### src/rtl/fifo_disp_pkg.sv
// Shared definitions for the button-driven FIFO / 7-segment display slice.
// Holds the occupancy width that the display stage expects, the default word
// width, the debounce counter width, and the debouncer state encoding.
package fifo_disp_pkg;

  // Largest queue that still fits the 4-bit display input.
  localparam int DEPTH_MAX      = 15;
  localparam int CNT_W          = 4;
  localparam int DATA_W_DEFAULT = 4;
  localparam int DB_W           = 20;

  typedef enum logic [1:0] {
    KEY_IDLE,
    KEY_WAIT_PRESS,
    KEY_HELD,
    KEY_WAIT_RELEASE
  } key_state_t;

  // A single-entry queue still needs a one-bit pointer register.
  function automatic int ptr_width(input int depth);
    return (depth > 1) ? $clog2(depth) : 1;
  endfunction

endpackage

### src/rtl/key_pulse.sv
// Conditions one raw push button into a single-cycle pulse.
// Chain: 2-FF synchronizer -> stability counter FSM -> registered one-shot.
// Ports:
//   clk    in  1  system clock
//   rst_n  in  1  asynchronous active-low reset
//   key    in  1  raw button level, active-high, asynchronous to clk
//   pulse  out 1  one-cycle pulse when a press has been stable for DB_CYCLES
module key_pulse
  import fifo_disp_pkg::*;
#(
  parameter logic [DB_W-1:0] DB_CYCLES = 20'd500_000
) (
  input  logic clk,
  input  logic rst_n,
  input  logic key,
  output logic pulse
);

  logic            key_meta;
  logic            key_sync;
  key_state_t      state;
  key_state_t      state_next;
  logic [DB_W-1:0] cnt;
  logic [DB_W-1:0] cnt_next;
  logic            pulse_next;

  // Bring the asynchronous button into the clock domain before any decision.
  always_ff @(posedge clk or negedge rst_n) begin
    if (!rst_n) begin
      key_meta <= 1'b0;
      key_sync <= 1'b0;
    end else begin
      key_meta <= key;
      key_sync <= key_meta;
    end
  end

  // Debounce state, stability counter and the registered one-shot output.
  always_ff @(posedge clk or negedge rst_n) begin
    if (!rst_n) begin
      state <= KEY_IDLE;
      cnt   <= '0;
      pulse <= 1'b0;
    end else begin
      state <= state_next;
      cnt   <= cnt_next;
      pulse <= pulse_next;
    end
  end

  // Any change of the synchronized level falls back to the last accepted
  // state, which restarts the stability count on the next change. Only the
  // transition into KEY_HELD fires the pulse, so holding a key gives one pulse
  // and a release must itself be stable before the key re-arms.
  always_comb begin
    state_next = state;
    cnt_next   = cnt;
    pulse_next = 1'b0;
    case (state)
      KEY_IDLE: begin
        if (key_sync) begin
          state_next = KEY_WAIT_PRESS;
          cnt_next   = DB_W'(1);
        end
      end
      KEY_WAIT_PRESS: begin
        if (!key_sync) begin
          state_next = KEY_IDLE;
        end else if (cnt >= DB_CYCLES) begin
          state_next = KEY_HELD;
          pulse_next = 1'b1;
        end else begin
          cnt_next = cnt + DB_W'(1);
        end
      end
      KEY_HELD: begin
        if (!key_sync) begin
          state_next = KEY_WAIT_RELEASE;
          cnt_next   = DB_W'(1);
        end
      end
      KEY_WAIT_RELEASE: begin
        if (key_sync) begin
          state_next = KEY_HELD;
        end else if (cnt >= DB_CYCLES) begin
          state_next = KEY_IDLE;
        end else begin
          cnt_next = cnt + DB_W'(1);
        end
      end
      default: state_next = KEY_IDLE;
    endcase
  end

endmodule

### src/rtl/fifo_occupancy_ctrl.sv
// Button-driven synchronous FIFO feeding the 7-segment display stage.
// Debounced push/pop keys move DATA_W-bit switch words through a DEPTH-entry
// queue; occupancy and flags are exported for the display.
// Ports:
//   clk        in  1       system clock
//   rst_n      in  1       asynchronous active-low reset
//   push_key   in  1       raw push button, active-high
//   pop_key    in  1       raw pop button, active-high
//   data_in    in  DATA_W  switch value stored on an accepted push
//   data_out   out DATA_W  registered head-of-queue word, 0 when empty
//   count      out 4       entries held, 0..DEPTH
//   is_full    out 1       count == DEPTH
//   is_empty   out 1       count == 0
//   push_drop  out 1       one-cycle strobe, push rejected because full
//   pop_drop   out 1       one-cycle strobe, pop rejected because empty
module fifo_occupancy_ctrl
  import fifo_disp_pkg::*;
#(
  parameter int               DEPTH     = DEPTH_MAX,
  parameter int               DATA_W    = DATA_W_DEFAULT,
  parameter logic [DB_W-1:0]  DB_CYCLES = 20'd500_000
) (
  input  logic              clk,
  input  logic              rst_n,
  input  logic              push_key,
  input  logic              pop_key,
  input  logic [DATA_W-1:0] data_in,
  output logic [DATA_W-1:0] data_out,
  output logic [CNT_W-1:0]  count,
  output logic              is_full,
  output logic              is_empty,
  output logic              push_drop,
  output logic              pop_drop
);

  localparam int PTR_W = ptr_width(DEPTH);

  logic [1:0]        rst_pipe;
  logic              rst_int_n;
  logic              push_p;
  logic              pop_p;

  logic [DATA_W-1:0] mem [DEPTH];
  logic [PTR_W-1:0]  wr_ptr;
  logic [PTR_W-1:0]  rd_ptr;

  logic              do_push;
  logic              do_pop;
  logic [PTR_W-1:0]  wr_next;
  logic [PTR_W-1:0]  rd_next;
  logic [CNT_W-1:0]  count_next;
  logic [DATA_W-1:0] head_next;
  logic              push_drop_next;
  logic              pop_drop_next;

  // Pointers wrap at DEPTH rather than at a power of two.
  function automatic logic [PTR_W-1:0] ptr_inc(input logic [PTR_W-1:0] p);
    if (p == PTR_W'(DEPTH - 1)) begin
      return '0;
    end
    return p + PTR_W'(1);
  endfunction

  // Reset asserts asynchronously but releases only on a clock edge, so no
  // flop sees reset removal close to its sampling instant.
  always_ff @(posedge clk or negedge rst_n) begin
    if (!rst_n) begin
      rst_pipe <= 2'b00;
    end else begin
      rst_pipe <= {rst_pipe[0], 1'b1};
    end
  end

  assign rst_int_n = rst_pipe[1];

  key_pulse #(.DB_CYCLES(DB_CYCLES)) u_push_key (
    .clk   (clk),
    .rst_n (rst_int_n),
    .key   (push_key),
    .pulse (push_p)
  );

  key_pulse #(.DB_CYCLES(DB_CYCLES)) u_pop_key (
    .clk   (clk),
    .rst_n (rst_int_n),
    .key   (pop_key),
    .pulse (pop_p)
  );

  // Decide which operations happen this cycle. A simultaneous pop frees the
  // slot a push needs when full, and an empty queue turns a simultaneous pair
  // into a plain push. The head word is forwarded from data_in when the slot
  // being written is the one that becomes the new head.
  always_comb begin
    do_push        = push_p & (pop_p | ~is_full);
    do_pop         = pop_p & ~is_empty;
    push_drop_next = push_p & ~pop_p & is_full;
    pop_drop_next  = pop_p & ~push_p & is_empty;

    wr_next = do_push ? ptr_inc(wr_ptr) : wr_ptr;
    rd_next = do_pop  ? ptr_inc(rd_ptr) : rd_ptr;

    count_next = count;
    if (do_push && !do_pop) begin
      count_next = count + CNT_W'(1);
    end else if (do_pop && !do_push) begin
      count_next = count - CNT_W'(1);
    end

    head_next = '0;
    if (count_next != '0) begin
      if (do_push && (wr_ptr == rd_next)) begin
        head_next = data_in;
      end else begin
        head_next = mem[rd_next];
      end
    end
  end

  // Storage is deliberately not reset; stale words are never visible because
  // data_out is forced to zero while the queue is empty.
  always_ff @(posedge clk) begin
    if (do_push) begin
      mem[wr_ptr] <= data_in;
    end
  end

  // Pointers, occupancy, flags and outputs all update on the same edge so
  // the display never sees them disagree.
  always_ff @(posedge clk or negedge rst_int_n) begin
    if (!rst_int_n) begin
      wr_ptr    <= '0;
      rd_ptr    <= '0;
      count     <= '0;
      is_full   <= 1'b0;
      is_empty  <= 1'b1;
      data_out  <= '0;
      push_drop <= 1'b0;
      pop_drop  <= 1'b0;
    end else begin
      wr_ptr    <= wr_next;
      rd_ptr    <= rd_next;
      count     <= count_next;
      is_full   <= (count_next == CNT_W'(DEPTH));
      is_empty  <= (count_next == '0);
      data_out  <= head_next;
      push_drop <= push_drop_next;
      pop_drop  <= pop_drop_next;
    end
  end

endmodule

### config.mk
export PLATFORM = sky130hd
export DESIGN_NAME = fifo_occupancy_ctrl
export DESIGN_NICKNAME = d
export VERILOG_FILES = /design/src/rtl/fifo_disp_pkg.sv /design/src/rtl/key_pulse.sv /design/src/rtl/fifo_occupancy_ctrl.sv
export SDC_FILE = /design/constraint.sdc
export NUM_CORES = 1
export LEC_CHECK = 0
export CORE_MARGIN = 1.5
export CORE_UTILIZATION = 40
export CTS_BUF_LIST = sky130_fd_sc_hd__clkbuf_8
export CTS_CLUSTER_DIAMETER = 30
export CTS_CLUSTER_SIZE = 40
export DETAILED_ROUTE_END_ITERATION = 10
export GPL_ROUTABILITY_DRIVEN = 0
export PLACE_DENSITY = 0.64
export SLEW_MARGIN = 10
export SYNTH_ARGS = -nofsm -noshare
export SYNTH_HDL_FRONTEND = slang
export SYNTH_SLANG_ARGS = --single-unit
export TNS_END_PERCENT = 50
### constraint.sdc
create_clock -name clk -period 2 [get_ports clk]
set_input_delay 0.5 -clock clk [delete_from_list [all_inputs] [get_ports clk]]
set_output_delay 0.5 -clock clk [all_outputs]
set_load 0.01 [all_outputs]
==> results of run 1 <==
[power breakdown]
part	internal [mW]	total (mW)	switching, mW
combinational	0.139	0.368	0.229
sequential	2.91	3.00	0.0944
clock	1.00	2.01	1.01
[sequential cells by signal, summed over array words and instances, names as in the netlist, 2 cells and up, named ones only]
register	cells
count	4
data_out	4
mem	60
rd_ptr	4
rst_pipe	2
u_pop_key.cnt	20
u_push_key.cnt	20
wr_ptr	4
[synthesized netlist by cell type, types with 3 or more instances]
cell type   n
a2111oi_0   3
dfrtp_1    71
nand3_1    22
xor2_1     14
nand3b_1    5
and4_1      3
nor2b_1     5
a21boi_0    6
nand4_1    10
xnor2_1    27
clkbuf_1   14
edfxtp_1   60
mux2i_1    12
or3_1       3
o32ai_1     4
buf_2       7
o21ai_0    23
nand2b_1    5
nor2_1     79
a21oi_1    16
mux2_2      5
ha_1        6
nand2_1    33
o22ai_1     8
nor3_1     28
nor4_1      9
o21a_1      4
o31ai_1     6
buf_6       3
and3_1      4
inv_1      20
nor3b_1     7
[kinds of logic (layout without fill, tap and decap cells)]
group / Yosys count / count (layout)
AOI/OAI and AO/OA: 94 / 94
xor gates and xnor gates: 42 / 42
adders and majority gates: 6 / 6
buffers and inverters: 48 / 193
DFF: 132 / 132
muxes: 18 / 18
other: 1 / 1
and+or+nand+nor: 227 / 227
[cell type report]
cell class	count	share of cell area
flip-flops and latches	132	0.431
multi-input cells	388	0.343
repair buffers	139	0.144
clock buffers	18	0.0296
well taps	188	0.0281
clock inverters	14	0.0136
inverters	22	0.0105
[per-layer routing]
metal	GRT usage	part of all wire	up-vias
li1	-	-	2315
met1	0.260	0.43	2421
met2	0.322	0.50	150
met3	0.0459	0.049	30
met4	0.0813	0.024	0
met5	0	0	-
[critical path: stages (launching register included)]
cell,delay [ns]
dfrtp_1,0.39
and3_4,0.19
or3_4,0.37
and2_4,0.18
buf_4,0.14
inv_2,0.09
mux2i_1,0.20
a21oi_1,0.11
o311ai_0,0.37
a21oi_1,0.12
[path summary, 6_finish.rpt]
check | start | end | cells past startpoint
worst max-delay path | rd_ptr[3]$_DFF_PN0_ | data_out[3]$_DFF_PN0_ | 9
worst min-delay path | rst_n | rst_pipe[0]$_DFF_PN0_ | 1
worst max register to register | rd_ptr[3]$_DFF_PN0_ | data_out[3]$_DFF_PN0_ | 9
worst min register to register | rst_pipe[1]$_DFF_PN0_ | u_pop_key.cnt[7]$_DFFE_PN0P_ | 0
max in group asynchronous | rst_pipe[1]$_DFF_PN0_ | u_push_key.cnt[19]$_DFFE_PN0P_ | 1
min in group clk | rst_pipe[0]$_DFF_PN0_ | rst_pipe[1]$_DFF_PN0_ | 0
[stage by stage]
step | total power [mW] | cell area [sq um] | setup TNS [ns]
2_1_floorplan | 3.20 | 6250 | -0.912
3_3_place_gp | 3.32 | 7350 | -3.02
3_5_place_dp | 3.33 | 7350 | -6.01
4_1_cts | 5.36 | 7930 | -0.797
5_1_grt | 5.62 | 8360 | -5.71
6_report | 5.38 | 8360 | -1.11
[timing repair]
| action | CTS | global route |
|---|---|---|
| buffers inserted | 6 | 8 |
| cloned | 0 | 3 |
| pin swaps | 14 | 28 |
| gates resized for setup | 42 | 62 |
| endpoints found under the setup margin | 97 | 76 |
==> impl_metrics.tcl, run 1 <==
set metrics [dict create \
    outcome "finished with violations" \
    violations "negative setup slack" \
    grt_pass1_wl_um 25000 \
    synth_area_sq_um 6220 \
    setup_violations 9 \
    core_sq_um 15200 \
    initial_core_util 0.409 \
    yosys.area_share.adder 0.0121 \
    synth.area.top_cells "edfxtp_1, dfrtp_1, nor2_1, xnor2_1, nor3_1" \
    yosys_register_bits 132 \
    yosysTopAreaCell "edfxtp_1" \
    track_usage 0.199 \
    worstPathArrival_ns 2.60 \
    worst_pin_slew_ns 0.776 \
    synth.top_cell.area_share 0.290 \
    fin_crit_ns 2.30 \
    post-route-util 0.550 \
    rows 45 \
    drtIter0Drc 432 \
    synthMuxAreaShare 0.0306 \
    portBuffers 19 \
    viasPerCell 5.46 \
    die_area_sq_um 16300 \
    synth_top_family_by_area "simple AND/OR/NAND/NOR gates" \
    clk_pin_slew_worst_paths_ns 0.07 \
    power_leakage_nw 3.33 \
    synth_nets 582 \
    io_pins 20 \
    cts_buffer_depth 2 \
    grt_max_degree 31 \
    dominantRegCellSynth "dfrtp_1" \
    synth_area_per_cell_sq_um 11.0 \
    cp-start-kind "flop" \
    fp.dieH_um 128 \
    dr_total_vias 4916 \
    dp_cells 852 \
    worstSetupEndpointType "flop" \
    routedWlPerCell_um 17.5 \
    async_flop_share 0.545 \
    power.density_nw_per_um2 644 \
    cts_hold_buffers 0 \
    synth_compound_area_frac 0.101 \
    hold_slack_ns 0.232 \
    syn_to_final_growth_pct 34.4 \
    fmaxAchievable_mhz 436 \
    cts_root_buf "clkbuf_8" \
    crit_required_ns 2.30 \
    layout_commonest_cell "buf_4" \
    ant_nets 0 \
    hpwl_um 10700 \
    ir_drop_uv 510 \
    maxSlewViolCount 0 \
    crit_fanout 6 \
    maxCapViolations 0 \
    fin_cells 901 \
    period_share 1.15 \
    worstSetupPathType "reg2reg" \
    final_cell_mix "buf_4, nor2_1, dfrtp_1" \
    synth_xor_area_frac 0.0603 \
    nFillCells 1267 \
    antenna_found_initial 0 \
    drt-pass1-iter-count 5 \
    synth-simple-area-share 0.181 \
    synth-edff-count 60 \
    overflow 0 \
    fin_worst_skew_ns 0.00853 \
    yosysSeqAreaShare 0.579 \
    grt_pass1_vias 4977 \
    seq_area_sq_um 3610 \
    insertion_delay_ns 0.43 \
    setup_slack_ns -0.296 \
    layout-drive-gt1-share 0.324 \
    drc 0 \
    rrSetupSlack_ns -0.30 \
    routed_wl_um 15800 \
    diodes 0 \
    dpl_worst_slack_ns -0.338 \
    yosysWarnings 0 \
    slew_headroom 0.481 \
    finalHoldViolCount 0 \
    fin_nets 714 \
    cts_tree "done" \
    multi_input_area_sq_um 2870 \
    ys_types 66 \
    die_width_um 128 \
    cts-buffers-inserted 17 \
    hp-class "in2async" \
    cts_num_sinks 132 \
    cts.htree.levels 4 \
    syn_inst 568 \
    rsz0062_at_grt "true" \
]
No activity file was read; power rests on OpenSTA's default activity.
==> inputs of run 2 (changes only) <==
--- a/config.mk
+++ b/config.mk
@@ -12,7 +12,7 @@
 export CTS_CLUSTER_SIZE = 40
 export DETAILED_ROUTE_END_ITERATION = 10
 export GPL_ROUTABILITY_DRIVEN = 0
-export PLACE_DENSITY = 0.64
+export PLACE_DENSITY = 0.62
 export SLEW_MARGIN = 10
 export SYNTH_ARGS = -nofsm -noshare
 export SYNTH_HDL_FRONTEND = slang
==> constraint.sdc (replaced) <==
create_clock -name clk -period 3 [get_ports clk]
set_input_delay 0.75 -clock clk [delete_from_list [all_inputs] [get_ports clk]]
set_output_delay 0.75 -clock clk [all_outputs]
set_load 0.01 [all_outputs]
==> impl_metrics.tcl, run 2 (synthesized netlist as in run 1, its figures left out) <==
set metrics [dict create \
    outcome "finished clean" \
    rows 45 \
    insertion_delay_ns 0.43 \
    syn_to_final_growth_pct 12.9 \
    diodes 0 \
    path_cells "nand2b_1 > buf_4 > nand3_1 > o32ai_1 > xor2_1 > or3_1 > nor2_1 > a21oi_1" \
    cts_hold_buffers 0 \
    period_share 0.881 \
    total_power_mw 3.76 \
    largest_reg_flops 60 \
    overflow 0 \
    crit_buf_inv 1 \
    layout-drive-gt1-share 0.101 \
    viasPerCell 5.55 \
    internal_power_mw 2.90 \
    finalHoldViolCount 0 \
    clkPwrFrac 0.424 \
    routed_wl_um 13600 \
    maxCapViolations 0 \
    cts_tree "done" \
    place_area_sq_um 6600 \
    ant_nets 0 \
    power_switching_uw 864 \
    worstSetupEndpointType "flop" \
    io_pins 20 \
    max_stage_delay_ns 0.60 \
    clk_pin_slew_worst_paths_ns 0.08 \
    cts_num_sinks 132 \
    grt_max_degree 71 \
    grt_pass1_vias 4315 \
    fmaxAchievable_mhz 378 \
    power.density_nw_per_um2 535 \
    portBuffers 19 \
    cts_resized 0 \
    core_sq_um 15200 \
    initial_core_util 0.409 \
    switching_share 0.230 \
    whs_path_depth 0 \
    antenna_found_initial 0 \
    worstRegToRegCells 8 \
    drc 0 \
    top_regs "mem (60), u_pop_key.cnt (20), u_push_key.cnt (20)" \
    maxSlewViolCount 0 \
    fin_worst_skew_ns 0.00774 \
    fin_cells 792 \
    layout_commonest_cell "nor2_1" \
    fin_crit_ns 2.64 \
    cts.htree.levels 4 \
    worst_pin_slew_ns 0.917 \
    fin_area_sq_um 7020 \
    fin_setup_tns_ns 0 \
    fin_nets 605 \
    setup_violations 0 \
    crit_fanout 14 \
    cts_root_buf "clkbuf_8" \
    crit_required_ns 3.29 \
    critPathTopFamily "simple AND/OR/NAND/NOR gates" \
    hpwl_um 9440 \
    hp-class "reg2reg" \
    drt-pass1-iter-count 5 \
    drtIter0Drc 292 \
    final_cell_mix "nor2_1, dfrtp_1, edfxtp_1" \
    dr_total_vias 4398 \
    worstSetupPathType "reg2reg" \
    fp.dieH_um 128 \
    hold_slack_ns 0.354 \
    worstPathArrival_ns 2.93 \
    p_seq_frac 0.530 \
    cts_setup_buffers 0 \
    grt_pass1_wl_um 22600 \
    slowest_stage "dfstp_2" \
    pwr-share-comb 0.046 \
    cts_buffer_depth 2 \
    ir_drop_uv 488 \
    die_area_sq_um 16300 \
    power_leakage_nw 2.64 \
    cts-buffers-inserted 17 \
    track_usage 0.181 \
    routedWlPerCell_um 17.2 \
    die_width_um 128 \
    slew_headroom 0.389 \
    dp_cells 760 \
    cp-start-kind "flop" \
    rsz0062_at_grt "false" \
    crit_cells 8 \
    largest_register "mem" \
]
==> run 2: final timing paths <==
path	from	end	slack [ns]
setup / recovery	is_empty$_DFF_PN1_	data_out[3]$_DFF_PN0_	0.36
hold / removal	u_push_key.key_meta$_DFF_PN0_	u_push_key.key_sync$_DFF_PN0_	0.35
setup reg to reg	is_empty$_DFF_PN1_	data_out[3]$_DFF_PN0_	0.36
hold reg to reg	u_push_key.key_meta$_DFF_PN0_	u_push_key.key_sync$_DFF_PN0_	0.35
max in group asynchronous	rst_pipe[1]$_DFF_PN0_	data_out[0]$_DFF_PN0_	1.91
min in group asynchronous	rst_pipe[1]$_DFF_PN0_	u_push_key.cnt[5]$_DFFE_PN0P_	0.46
==> run 2: power by group through the flow <==
stage | sequential [mW] | clock (mW) | combinational [mW]
4_1_cts | 1.99 | 1.64 | 0.179
3_3_place_gp | 2.03 | 0 | 0.171
6_report | 1.99 | 1.59 | 0.174
3_5_place_dp | 2.03 | 0 | 0.177
2_1_floorplan | 2.03 | 0 | 0.104
5_1_grt | 2.00 | 1.72 | 0.200
==> run 2: layer usage <==
layer  routed length (um)  track usage  part of all wire
met1                 5970        0.232              0.44
met2                 6560        0.294              0.48
met4                  394       0.0780             0.029
met5                    0            0                 0
met3                  672       0.0451             0.049
==> run 2: area by class of cell <==
cell class | instances | area, sq um
Clock buffer | 17 | 234
Sequential cell | 132 | 3610
Clock inverter | 15 | 188
Multi-Input combinational cell | 388 | 2400
Tap cell | 188 | 235
Timing Repair Buffer | 30 | 273
Fill cell | 1400 | 8180
Inverter | 22 | 82.6
==> run 2: per-stage QoR <==
step,worst slack [ns],util
finish,0.358,0.462
global route,0.224,0.462
detailed placement,0.298,0.434
floorplan,0.605,-
CTS,0.289,0.462
global placement,0.400,0.434
==> run 2: worst reg2reg max path, delay by kind of cell, from the launching register on <==
| family | cells | cell delay, ns |
|---|---|---|
| xor gates and xnor gates | 1 | 0.16 |
| AOI/OAI and AO/OA | 2 | 0.29 |
| DFF | 1 | 0.60 |
| buffers and inverters | 1 | 0.23 |
| and+or+nand+nor | 4 | 1.21 |
==> inputs of run 3 (changes only) <==
--- a/config.mk
+++ b/config.mk
@@ -16,5 +16,6 @@
 export SLEW_MARGIN = 10
 export SYNTH_ARGS = -nofsm -noshare
 export SYNTH_HDL_FRONTEND = slang
+export SYNTH_HIERARCHICAL = 1
 export SYNTH_SLANG_ARGS = --single-unit
 export TNS_END_PERCENT = 50
==> impl_metrics.tcl, run 3 <==
set metrics [dict create \
    yosys_register_bits 132 \
    clk_pin_slew_worst_paths_ns 0.08 \
    slew_headroom 0.369 \
    finalHoldViolCount 0 \
    insertion_delay_ns 0.45 \
    max_stage_delay_ns 0.71 \
    maxCapViolations 0 \
    drtIter0Drc 397 \
    diodes 0 \
    overflow 0 \
    die_width_um 131 \
    synth_area_per_cell_sq_um 10.8 \
    antenna_found_initial 0 \
    crit_buf_inv 1 \
    period_share 0.928 \
    cts_root_buf "clkbuf_8" \
    crit_required_ns 3.35 \
    worst_pin_slew_ns 0.946 \
    rsz0062_at_grt "false" \
    setup_violations 0 \
    cts_tree "done" \
    power.density_nw_per_um2 526 \
    drt-pass1-iter-count 5 \
    crit_fanout 21 \
    rows 46 \
    timing.rr.start "rd_ptr[1]$_DFF_PN0_" \
    worstRegToRegCells 7 \
    worstSetupEndpointType "flop" \
    final_cell_mix "nand2_1, dfrtp_1, edfxtp_1" \
    ir_drop_uv 254 \
    place_area_sq_um 6890 \
    synthTopCellsByCount "dfrtp_1, nand2_1, edfxtp_1, nor2_1, a21oi_1" \
    layout-drive-gt1-share 0.104 \
    rrSetupSlack_ns 0.22 \
    grt_max_degree 71 \
    cts_hold_buffers 0 \
    total_power_mw 3.86 \
    track_usage 0.187 \
    p_seq_frac 0.521 \
    cp-start-kind "flop" \
    dominantRegCellSynth "dfrtp_1" \
    portBuffers 19 \
    viasPerCell 5.64 \
    fin_crit_ns 2.78 \
    cts_num_sinks 132 \
    pwr-share-comb 0.043 \
    cts.htree.levels 4 \
    outcome "finished clean" \
    cts_setup_buffers 0 \
    yosysWarnings 6 \
    fin_cells 851 \
    ant_nets 0 \
    whs_path_depth 0 \
    initial_core_util 0.410 \
    maxSlewViolCount 0 \
    synth_nets 620 \
    grt_pass1_wl_um 24200 \
    clkPwrFrac 0.435 \
    yosysSeqAreaShare 0.552 \
    hp-class "reg2reg" \
    critPathTopFamily "compound AO/OA/AOI/OAI gates" \
    worstSetupPathType "reg2reg" \
    syn_inst 606 \
    fmaxAchievable_mhz 359 \
    largest_register "mem" \
    setup_slack_ns 0.217 \
    r2r_end "data_out[3]$_DFF_PN0_" \
    async_flop_share 0.545 \
    dpl_worst_slack_ns 0.320 \
    routedWlPerCell_um 17.4 \
    yosysTopAreaCell "edfxtp_1" \
    power_switching_uw 877 \
    synth.area.top_cells "edfxtp_1, dfrtp_1, nand2_1, nor2_1, a21oi_1" \
    drc 0 \
    slowest_stage "dfrtp_1" \
    grt_pass1_vias 4701 \
    yosysMostFrequentCell "dfrtp_1" \
    post-route-util 0.460 \
    largest_reg_flops 60 \
    synth_area_sq_um 6530 \
    cts_resized 0 \
    routed_wl_um 14800 \
    die_area_sq_um 17100 \
    fin_worst_skew_ns 0.0132 \
    internal_power_mw 2.99 \
    worstPathArrival_ns 3.14 \
    fin_area_sq_um 7340 \
    holdPathEnd "u_pop_key/key_sync$_DFF_PN0_" \
    power_leakage_nw 2.78 \
    fp.dieH_um 131 \
    dr_total_vias 4800 \
    synth.top_cell.area_share 0.276 \
    fin_setup_tns_ns 0 \
    synth-edff-count 60 \
    core_sq_um 15900 \
    cts_buffer_depth 2 \
    dp_cells 820 \
    ys_types 70 \
    switching_share 0.227 \
    hold_start "u_pop_key/key_meta$_DFF_PN0_" \
    path_cells "nand3b_1 > o21ai_2 > and2_1 > inv_1 > o311ai_0 > a21oi_1 > o31ai_1" \
    cts-buffers-inserted 17 \
    io_pins 20 \
    hpwl_um 10100 \
    top_regs "mem (60), u_pop_key/cnt (20), u_push_key/cnt (20)" \
    fin_nets 637 \
    hold_slack_ns 0.351 \
    syn_to_final_growth_pct 12.3 \
]
-- run 3: changes by cell type after synthesis, moves of 9 or more --
cell,before,now
xor2_1,14,1
a21oi_1,16,37
nor2_1,79,53
nor3_1,28,12
nand2_1,33,70
nand3_1,22,31
a31oi_1,2,22
-- run 3: kinds of logic after synthesis --
family,share of synthesized area
other cells,0.000574
mux,0.0207
buf+inv,0.0352
simple gates,0.189
compound gates,0.165
xor+xnor,0.0268
flops,0.552
fa+ha+maj,0.0115
-- run 3: layout make-up --
class                      count  area (sq um)
clock buffer                  17           234
clock inverter                14           210
fill                        1493          8610
inverter                      21          78.8
multi-input combinational    426          2700
sequential                   132          3610
tap                          216           270
timing repair buffer          25           235
-- run 3: how the worst max path moves through the flow --
stage / from / to / slack [ns] / depth (start not counted)
global placement: rd_ptr[1]$_DFF_PN0_ / data_out[3]$_DFF_PN0_ / 0.55 / 7
global route: rd_ptr[1]$_DFF_PN0_ / data_out[3]$_DFF_PN0_ / 0.005 / 7
CTS: rd_ptr[1]$_DFF_PN0_ / data_out[3]$_DFF_PN0_ / 0.28 / 7
detailed placement: rd_ptr[1]$_DFF_PN0_ / data_out[3]$_DFF_PN0_ / 0.32 / 7
floorplan: rst_pipe[1]$_DFF_PN0_ / count[0]$_DFF_PN0_ / 0.85 / 0
finish: rd_ptr[1]$_DFF_PN0_ / data_out[3]$_DFF_PN0_ / 0.22 / 7
-- run 3: routing by layer --
layer,vias up,wire length [um],track usage
li1,2290,-,-
met1,2330,6560,0.244
met2,147,7090,0.295
met3,33,688,0.0407
met4,0,427,0.0924
met5,-,0,0
-- run 3: power by group through the flow --
| stage | logic [mW] | registers, mW | clock network, mW |
|---|---|---|---|
| after floorplan | 0.125 | 2.03 | 0 |
| after global placement | 0.163 | 2.05 | 0 |
| after detailed placement | 0.168 | 2.05 | 0 |
| after CTS | 0.169 | 2.02 | 1.72 |
| after global routing | 0.191 | 2.03 | 1.80 |
| final | 0.167 | 2.01 | 1.68 |
